$ cat src/rtl/adder_pkg.sv
// Shared types and limits for the bit-serial add/subtract controller.
// Latency: n/a (declarations only).
// Backpressure: n/a (declarations only).
package adder_pkg;

    typedef enum logic [1:0] {
        IDLE = 2'd0,
        RUN  = 2'd1,
        DONE = 2'd2
    } sac_state_e;

    localparam int SAC_MIN_WIDTH = 2;

endpackage

$ cat src/rtl/full_adder.sv
// One-bit full adder cell, the only arithmetic in the serial controller.
// Latency: combinational.
// Backpressure: none.
module full_adder (
    input  logic a,
    input  logic b,
    input  logic cin,
`ifdef INVERT_INPUT_2
    input  logic invert_i_2,
`endif
    output logic sum,
    output logic cout
);

    logic b_eff;

`ifdef INVERT_INPUT_2
    assign b_eff = b ^ invert_i_2;
`else
    assign b_eff = b;
`endif

    // Standard sum/majority-carry equations.
    always_comb begin
        sum  = a ^ b_eff ^ cin;
        cout = (a & b_eff) | (a & cin) | (b_eff & cin);
    end

endmodule

$ cat src/rtl/serial_add_ctrl.sv
// Bit-serial WIDTH-bit add/subtract, one bit per clock LSB first, sharing a single full_adder cell.
// Latency: WIDTH+1 cycles from accept to o_valid; minimum WIDTH+2 cycles per operation.
// Backpressure: o_ready low while busy or holding a result; result held stable in DONE until i_ready.
module serial_add_ctrl
    import adder_pkg::*;
#(
    parameter int WIDTH = 32
) (
    input  logic             clk,
    input  logic             rst_n,
    input  logic             i_valid,
    output logic             o_ready,
    input  logic [WIDTH-1:0] i_a,
    input  logic [WIDTH-1:0] i_b,
    input  logic             i_sub,
    output logic             o_valid,
    input  logic             i_ready,
    output logic [WIDTH-1:0] o_sum,
    output logic             o_carry,
    output logic             o_overflow
);

    localparam int CW = $clog2(WIDTH);

    generate
        if (WIDTH < SAC_MIN_WIDTH) begin : g_width_check
            $error("serial_add_ctrl: WIDTH must be at least SAC_MIN_WIDTH");
        end
    endgenerate

    sac_state_e       state_q;
    sac_state_e       state_d;
    logic [WIDTH-1:0] a_q;
    logic [WIDTH-1:0] b_q;
    logic [WIDTH-1:0] sum_q;
    logic             carry_q;
    logic             cin_msb_q;
    logic [CW-1:0]    cnt_q;
    logic             last_bit;
    logic             fa_sum;
    logic             fa_cout;

    assign last_bit = (cnt_q == CW'(WIDTH - 1));

    // Single shared cell; subtraction is handled by inverting B at load time.
    full_adder u_fa (
        .a          (a_q[0]),
        .b          (b_q[0]),
        .cin        (carry_q),
`ifdef INVERT_INPUT_2
        .invert_i_2 (1'b0),
`endif
        .sum        (fa_sum),
        .cout       (fa_cout)
    );

    // State register with synchronous active-low reset.
    always_ff @(posedge clk) begin
        if (!rst_n) begin
            state_q <= IDLE;
        end else begin
            state_q <= state_d;
        end
    end

    // Next-state and gated outputs; result ports read zero outside DONE.
    always_comb begin
        state_d    = state_q;
        o_ready    = 1'b0;
        o_valid    = 1'b0;
        o_sum      = '0;
        o_carry    = 1'b0;
        o_overflow = 1'b0;
        case (state_q)
            IDLE: begin
                o_ready = rst_n;
                if (i_valid) begin
                    state_d = RUN;
                end
            end
            RUN: begin
                if (last_bit) begin
                    state_d = DONE;
                end
            end
            DONE: begin
                o_valid    = 1'b1;
                o_sum      = sum_q;
                o_carry    = carry_q;
                o_overflow = cin_msb_q ^ carry_q;
                if (i_ready) begin
                    state_d = IDLE;
                end
            end
            default: begin
                state_d = IDLE;
            end
        endcase
    end

    // Operand shift registers, carry and bit counter; load on accept, shift in RUN, hold otherwise.
    always_ff @(posedge clk) begin
        if (!rst_n) begin
            a_q       <= '0;
            b_q       <= '0;
            sum_q     <= '0;
            carry_q   <= 1'b0;
            cin_msb_q <= 1'b0;
            cnt_q     <= '0;
        end else begin
            case (state_q)
                IDLE: begin
                    if (i_valid) begin
                        a_q       <= i_a;
                        b_q       <= i_sub ? ~i_b : i_b;
                        sum_q     <= '0;
                        carry_q   <= i_sub;
                        cin_msb_q <= 1'b0;
                        cnt_q     <= '0;
                    end
                end
                RUN: begin
                    a_q     <= a_q >> 1;
                    b_q     <= b_q >> 1;
                    sum_q   <= {fa_sum, sum_q[WIDTH-1:1]};
                    carry_q <= fa_cout;
                    cnt_q   <= cnt_q + CW'(1);
                    // Carry entering the MSB is needed for signed overflow.
                    if (last_bit) begin
                        cin_msb_q <= carry_q;
                    end
                end
                default: begin
                end
            endcase
        end
    end

endmodule

$ cat config.mk
export PLATFORM = sky130hd
export DESIGN_NAME = serial_add_ctrl
export DESIGN_NICKNAME = d
export VERILOG_FILES = /design/src/rtl/adder_pkg.sv /design/src/rtl/full_adder.sv /design/src/rtl/serial_add_ctrl.sv
export SDC_FILE = /design/constraint.sdc
export NUM_CORES = 1
export LEC_CHECK = 0
export BUFFER_PORTS_ARGS = -buffer_cell sky130_fd_sc_hd__buf_2
export CAP_MARGIN = 20
export CORE_ASPECT_RATIO = 0.5
export CORE_UTILIZATION = 50
export CTS_CLUSTER_DIAMETER = 120
export CTS_CLUSTER_SIZE = 24
export DETAILED_ROUTE_END_ITERATION = 10
export PLACE_DENSITY = 0.74
export SLEW_MARGIN = 0
export SYNTH_ARGS = -nofsm -noshare
export SYNTH_HDL_FRONTEND = slang
export SYNTH_SLANG_ARGS = --single-unit
$ cat constraint.sdc
create_clock -name clk -period 3.9 [get_ports clk]
set_input_delay 0.39 -clock clk [delete_from_list [all_inputs] [get_ports clk]]
set_output_delay 0.39 -clock clk [all_outputs]
set_load 0.02 [all_outputs]
# Word-level counts from Yosys, hierarchy flattened
# Index checks and enable logic that the tools add are counted.
dict set report totals {
  reg_bits 105
  latchBits 0
  ram_bits 0
  rom_bits 0
  input_bits 69
  out_inout_bits 36
  n_memories 0
}
dict set report classes {
  add_sub_neg 1
  mul 0
  n_div 0
  magnitude_cmp 0
  n_eq_ne 6
  n_shift 0
  mux 23
  bitwise_logic 9
  reduce_logical 5
}
# op count
set ops {}
lappend ops {{32-bit case mux with 2 select lines} 3}
lappend ops {{32-bit 2-to-1 mux} 5}
lappend ops {{32-bit inverter} 1}
lappend ops {{5-bit case mux with 2 select lines} 1}
lappend ops {{1-bit 2-to-1 mux} 7}
lappend ops {{2-bit 2-to-1 mux} 3}
lappend ops {{2-bit != test, second input constant} 3}
lappend ops {{2-bit case mux with 3 select lines} 1}
lappend ops {{3-bit AND reduction} 2}
lappend ops {{5-bit by 1-bit adder with 5-bit output, second input constant} 1}
lappend ops {{5-bit == test, second input constant} 1}
lappend ops {{5-bit 2-to-1 mux} 1}
lappend ops {{1-bit case mux with 2 select lines} 2}
lappend ops {{1-bit bitwise AND} 3}
lappend ops {{1-bit bitwise XOR} 3}
lappend ops {{2-bit by 1-bit == test with 1-bit output, second input constant} 1}
lappend ops {{2-bit == test, second input constant} 1}
lappend ops {{2-bit zero test} 1}
lappend ops {{1-bit OR} 2}
lappend ops {{2-bit AND reduction} 1}
lappend ops {{2-bit nonzero test} 1}

# Longest topological paths before layout
dict set report logic_depth {
  ltp_word 4
  ltp_mapped 6
}

# Hierarchy
# Synthesis repeated with hierarchy kept, for this count alone.
dict set report hier_totals {
  hier_cells 514
  hier_area_um2 4618.2
}
# mod n_inst cells_per_inst area_per_inst_um2 seq_area_each_um2
set by_module_without_submodules {}
lappend by_module_without_submodules {serial_add_ctrl 1 513 4598.2 2102.0}
lappend by_module_without_submodules {full_adder 1 1 20.0 0.0}

# Worst setup path after synthesis
# No wires, ideal clock.
dict set report synth_path {
  path_type {input -> output}
  startpoint {input port rst_n}
  endpoint {output port o_ready}
  arrival_ns 1.369
  required_time_ns 3.510
  setup_slack_ns 2.141
  stages 4
  path_buffers 2
  cell_sequence {buf_2 -> clkinv_1 -> clkbuf_1 -> nor3_1}
}
dict set report synth_via {
  elab_chain_len 1
}
# element line
set synth_lines {}
lappend synth_lines {{start: declaration} serial_add_ctrl.sv:10} ;# input logic rst_n,
lappend synth_lines {{1-bit 2-to-1 mux} serial_add_ctrl.sv:74} ;# case (state_q)
lappend synth_lines {{end: declaration} serial_add_ctrl.sv:12} ;# output logic o_ready,
# Every way passes these cells.

# Worst setup path in the final report
dict set report layout_path {
  startpoint {register state_q[1]}
  endpoint {output port o_sum[10]}
}
dict set report layout_via {
  elab_chain_len 2
}
# element line
set layout_lines {}
lappend layout_lines {{start: declaration} serial_add_ctrl.sv:31} ;# sac_state_e state_q;
lappend layout_lines {{start signal: assignment} serial_add_ctrl.sv:62} ;# state_q <= state_d;
lappend layout_lines {{2-bit == test} serial_add_ctrl.sv:74}
lappend layout_lines {{32-bit 2-to-1 mux} serial_add_ctrl.sv:74}
lappend layout_lines {{end: declaration} serial_add_ctrl.sv:18} ;# output logic [WIDTH-1:0] o_sum,
# Every way passes these cells.

==> results.txt <==
- The finished layout holds 759 standard cells, fillers aside.
- Result of the run: completed
- In this design, the stage delay of the slowest critical-path cell is 710 ps.
- Netlist cell types: 40
- Post-Syn Nets: 621
- The worst-case IR drop observed on VDD is 0.2376 mV.
* Ant. Diodes: 0
* Worst path arrival time: 2050 ps
- Including well taps, the total number of placed cells is 743.
- Clk buf depth: 2
* GRT Overall Usage: 0.2036
- The first routing iteration left 231 violations.
- Total die area: 10160 µm²
* Die extent in x: 141.6 µm
- Relative slew slack: 0.3767
- The signal on the critical path passes through and2b_1, and2_1, buf_2.
- Among all flip-flop cells after synthesis, the most frequent one is dfxtp_1.
* Crit end category: primary output
- Clock transition at the registers of the reported paths: 70 ps
- Final Net Count: 691
* Achievable frequency: 410.0 MHz
- Count of buffers from port buffering: 104
* Number of setup violations in the final report: 0
- First-pass GRT wire length: 16640 µm
- Worst slack at placement: 1733 ps
- Entering global routing, the biggest net connects 69 pins.
* Detailed-route vias per instance: 5.256
- Number of enable flip-flop cells after synthesis: 0
- Number of antenna violations at the first check in global routing: 0
- Total congestion overflow: 0
- Number of remaining DRC errors: 0
* Cell count after synthesis: 549
* Post-synthesis async set-or-reset flop share: 0
- In this run the count of I/O pins placed on the die edge is 105.
- CTS H-tree lvls: 3
- Start point of the critical path: state_q[1]
* TritonCTS buffer count: 9
- The number of slew-limit violations in the final report is 0.
- # Post-CTS Setup Buffers: 0
- Post-Syn Area: 4871 µm²
* Hold Path Class: in2reg
- In this run the clock root is driven by a clkbuf_16.
- CTS saw 105 sinks.
* Post-synthesis sequential area ratio: 0.4315
- Counting flops and latches in the post-synthesis netlist gives 105.
- TritonCTS built the clock tree.
- The floorplan has 25 rows.
* Kind of critical path: reg2out
* Worst flop-to-flop path startpoint: state_q[0]
- Resized Gates After CTS: 0
- Setup clock skew after layout: 7.358 ps
- Grouping stages by cell kind, the critical path spends the most delay in simple AND/OR/NAND/NOR gates.
* Reported max-cap violation count: 0
* Layout cells sized above 1: 0.2628
- HPWL after detailed placement: 6258 µm
- WL per Instance: 13.24 µm
- The worst setup path is launched from a register.
- The worst path in the final design needs a cycle of 2439 ps, including I/O delays and setup.
- Critical-path top delay cell: and2b_1
- Synthesis Warnings: 0
- After clock tree synthesis, the flow added hold-fix buffers numbering 0.
* Leakage power: 2.279 nW
- The total area inside the core boundary comes to 9447 µm².
- At the end of routability-driven placement, the weighted congestion stood at 0.7169.
- Number of routed nets with antenna violations: 0
- The worst hold path begins at i_a[7].
- From bottom edge to top edge, the die measures 71.79 µm.
* Crit path required time: 3510 ps
* Via count: 3989
* Starting Density: 0.5156
- Total buffers and inverters traversed by the critical path: 1
- In the post-route analysis, the smallest setup slack over all paths is 1461 ps.
* Worst Tran Pin Value: 934.9 ps
* Setup_tns: 0 ps
* Final-report hold violation count: 0
- Later-pin clock latency in the skew report: 350 ps
- The pre-antenna-repair detailed-routing pass consisted of 4 iterations.
- Relative to the synthesized area, the layout overhead comes to 14.33%.
- Setup repair after global routing missed its margin: false
- For this design the ratio of total power to cell area is 427.6 nW/µm².
- The routed design has 10050 µm of wire.
* Via count of the first global-routing pass: 3572
- Along the worst path, the maximum fanout reaches 36.
- Final period utilization: 0.6254
* Avg Cell Area, Syn: 8.872 µm²
==> kinds of logic (layout without fill, tap and decap cells) <==
kind of cell             Yosys count  after routing  share of synthesized area
AO/OA/AOI/OAI                    200            200                     0.2777
XOR/XNOR                          33             33                    0.05934
adder cells (fa/ha/maj)            3              3                   0.009247
buffers and inverters             56            131                    0.07295
flip-flops                       105            105                     0.4315
multiplexers                       1              1                   0.002055
AND/OR/NAND/NOR                  151            151                     0.1472
==> synthesized netlist by cell type (3+ instances only) <==
master | n | area (µm²)
buf_6 | 12 | 135.1
nor2_1 | 67 | 251.5
a22oi_1 | 34 | 255.2
buf_4 | 8 | 60.06
o21ai_0 | 42 | 210.2
inv_1 | 3 | 11.26
clkbuf_1 | 12 | 45.04
nand3_1 | 3 | 15.01
o21ai_1 | 20 | 100.1
and2_1 | 34 | 212.7
xnor2_1 | 31 | 271.5
buf_2 | 20 | 100.1
a21oi_1 | 65 | 325.3
dfxtp_1 | 105 | 2102
a211oi_2 | 30 | 375.4
nand2_1 | 35 | 131.4
==> layout by cell type (no fill, tap or decap), types with 4 or more instances in the layout <==
cell type and instances:
o21ai_1 20, a21oi_1 65, dfxtp_1 105, a22oi_1 34
xnor2_1 31, inv_6 4, buf_4 7, a211oi_2 30
o21ai_0 42, nand2_1 35, clkbuf_16 9, and2_1 34
nor2_1 67, buf_2 104
==> sequential cells by signal, summed over array words and instances (netlist names) <==
| register | flops |
|---|---|
| sum_q | 32 |
| state_q | 2 |
| carry_q | 1 |
| cnt_q | 5 |
| a_q | 32 |
| b_q | 32 |
| cin_msb_q | 1 |
==> where the power goes <==
part | total (W) | internal (W) | leakage (nW) | switching, W
combinational | 0.000333 | 0.000133 | 1.28 | 0.000200
clock | 0.000868 | 0.000445 | 0.137 | 0.000423
sequential | 0.00118 | 0.00114 | 0.863 | 0.0000374
==> final cells by class <==
| cell class | count | area, µm² |
|---|---|---|
| Clock inverter | 7 | 60.06 |
| Fill cell | 859 | 3877 |
| Clock buffer | 9 | 225.2 |
| Sequential cell | 105 | 2102 |
| Multi-Input combinational cell | 388 | 2425 |
| Timing Repair Buffer | 111 | 573.1 |
| Inverter | 4 | 15.01 |
| Tap cell | 135 | 168.9 |
==> worst reg2reg max path, stage by stage (launching register included) <==
cell     delay [ps]
dfxtp_1         580
nor2b_4         750
buf_4           450
a21oi_1         140
a21oi_1         180
==> stage by stage <==
stage	hold WS [ps]	cell area (µm²)	power (W)	util
after floorplan	428.8	4871	0.001474	-
after detailed placement	448.7	5284	0.001538	0.5593
final	275.6	5569	0.002382	0.5895
after global placement	446.1	5284	0.001531	0.5593
after global routing	267.5	5569	0.002488	0.5895
after CTS	268.7	5569	0.002401	0.5895
==> path summary, 6_finish.rpt <==
kind | endpoint | slack (ps) | depth (start not counted)
worst max-delay path | o_sum[10] | 1460 | 3
worst min-delay path | a_q[7] | 280 | 3
worst max register to register | a_q[16] | 1720 | 4
worst min register to register | b_q[31] | 470 | 2
==> layer usage <==
metal / GRT usage / part of all wire / vias to the layer above
met5: 0 / 0 / -
met4: 0.05496 / 0.0071 / 0
met3: 0.05414 / 0.046 / 9
met2: 0.3311 / 0.46 / 87
met1: 0.2694 / 0.49 / 1855
li1: - / - / 2038
Power figures use the tool's default switching activity.
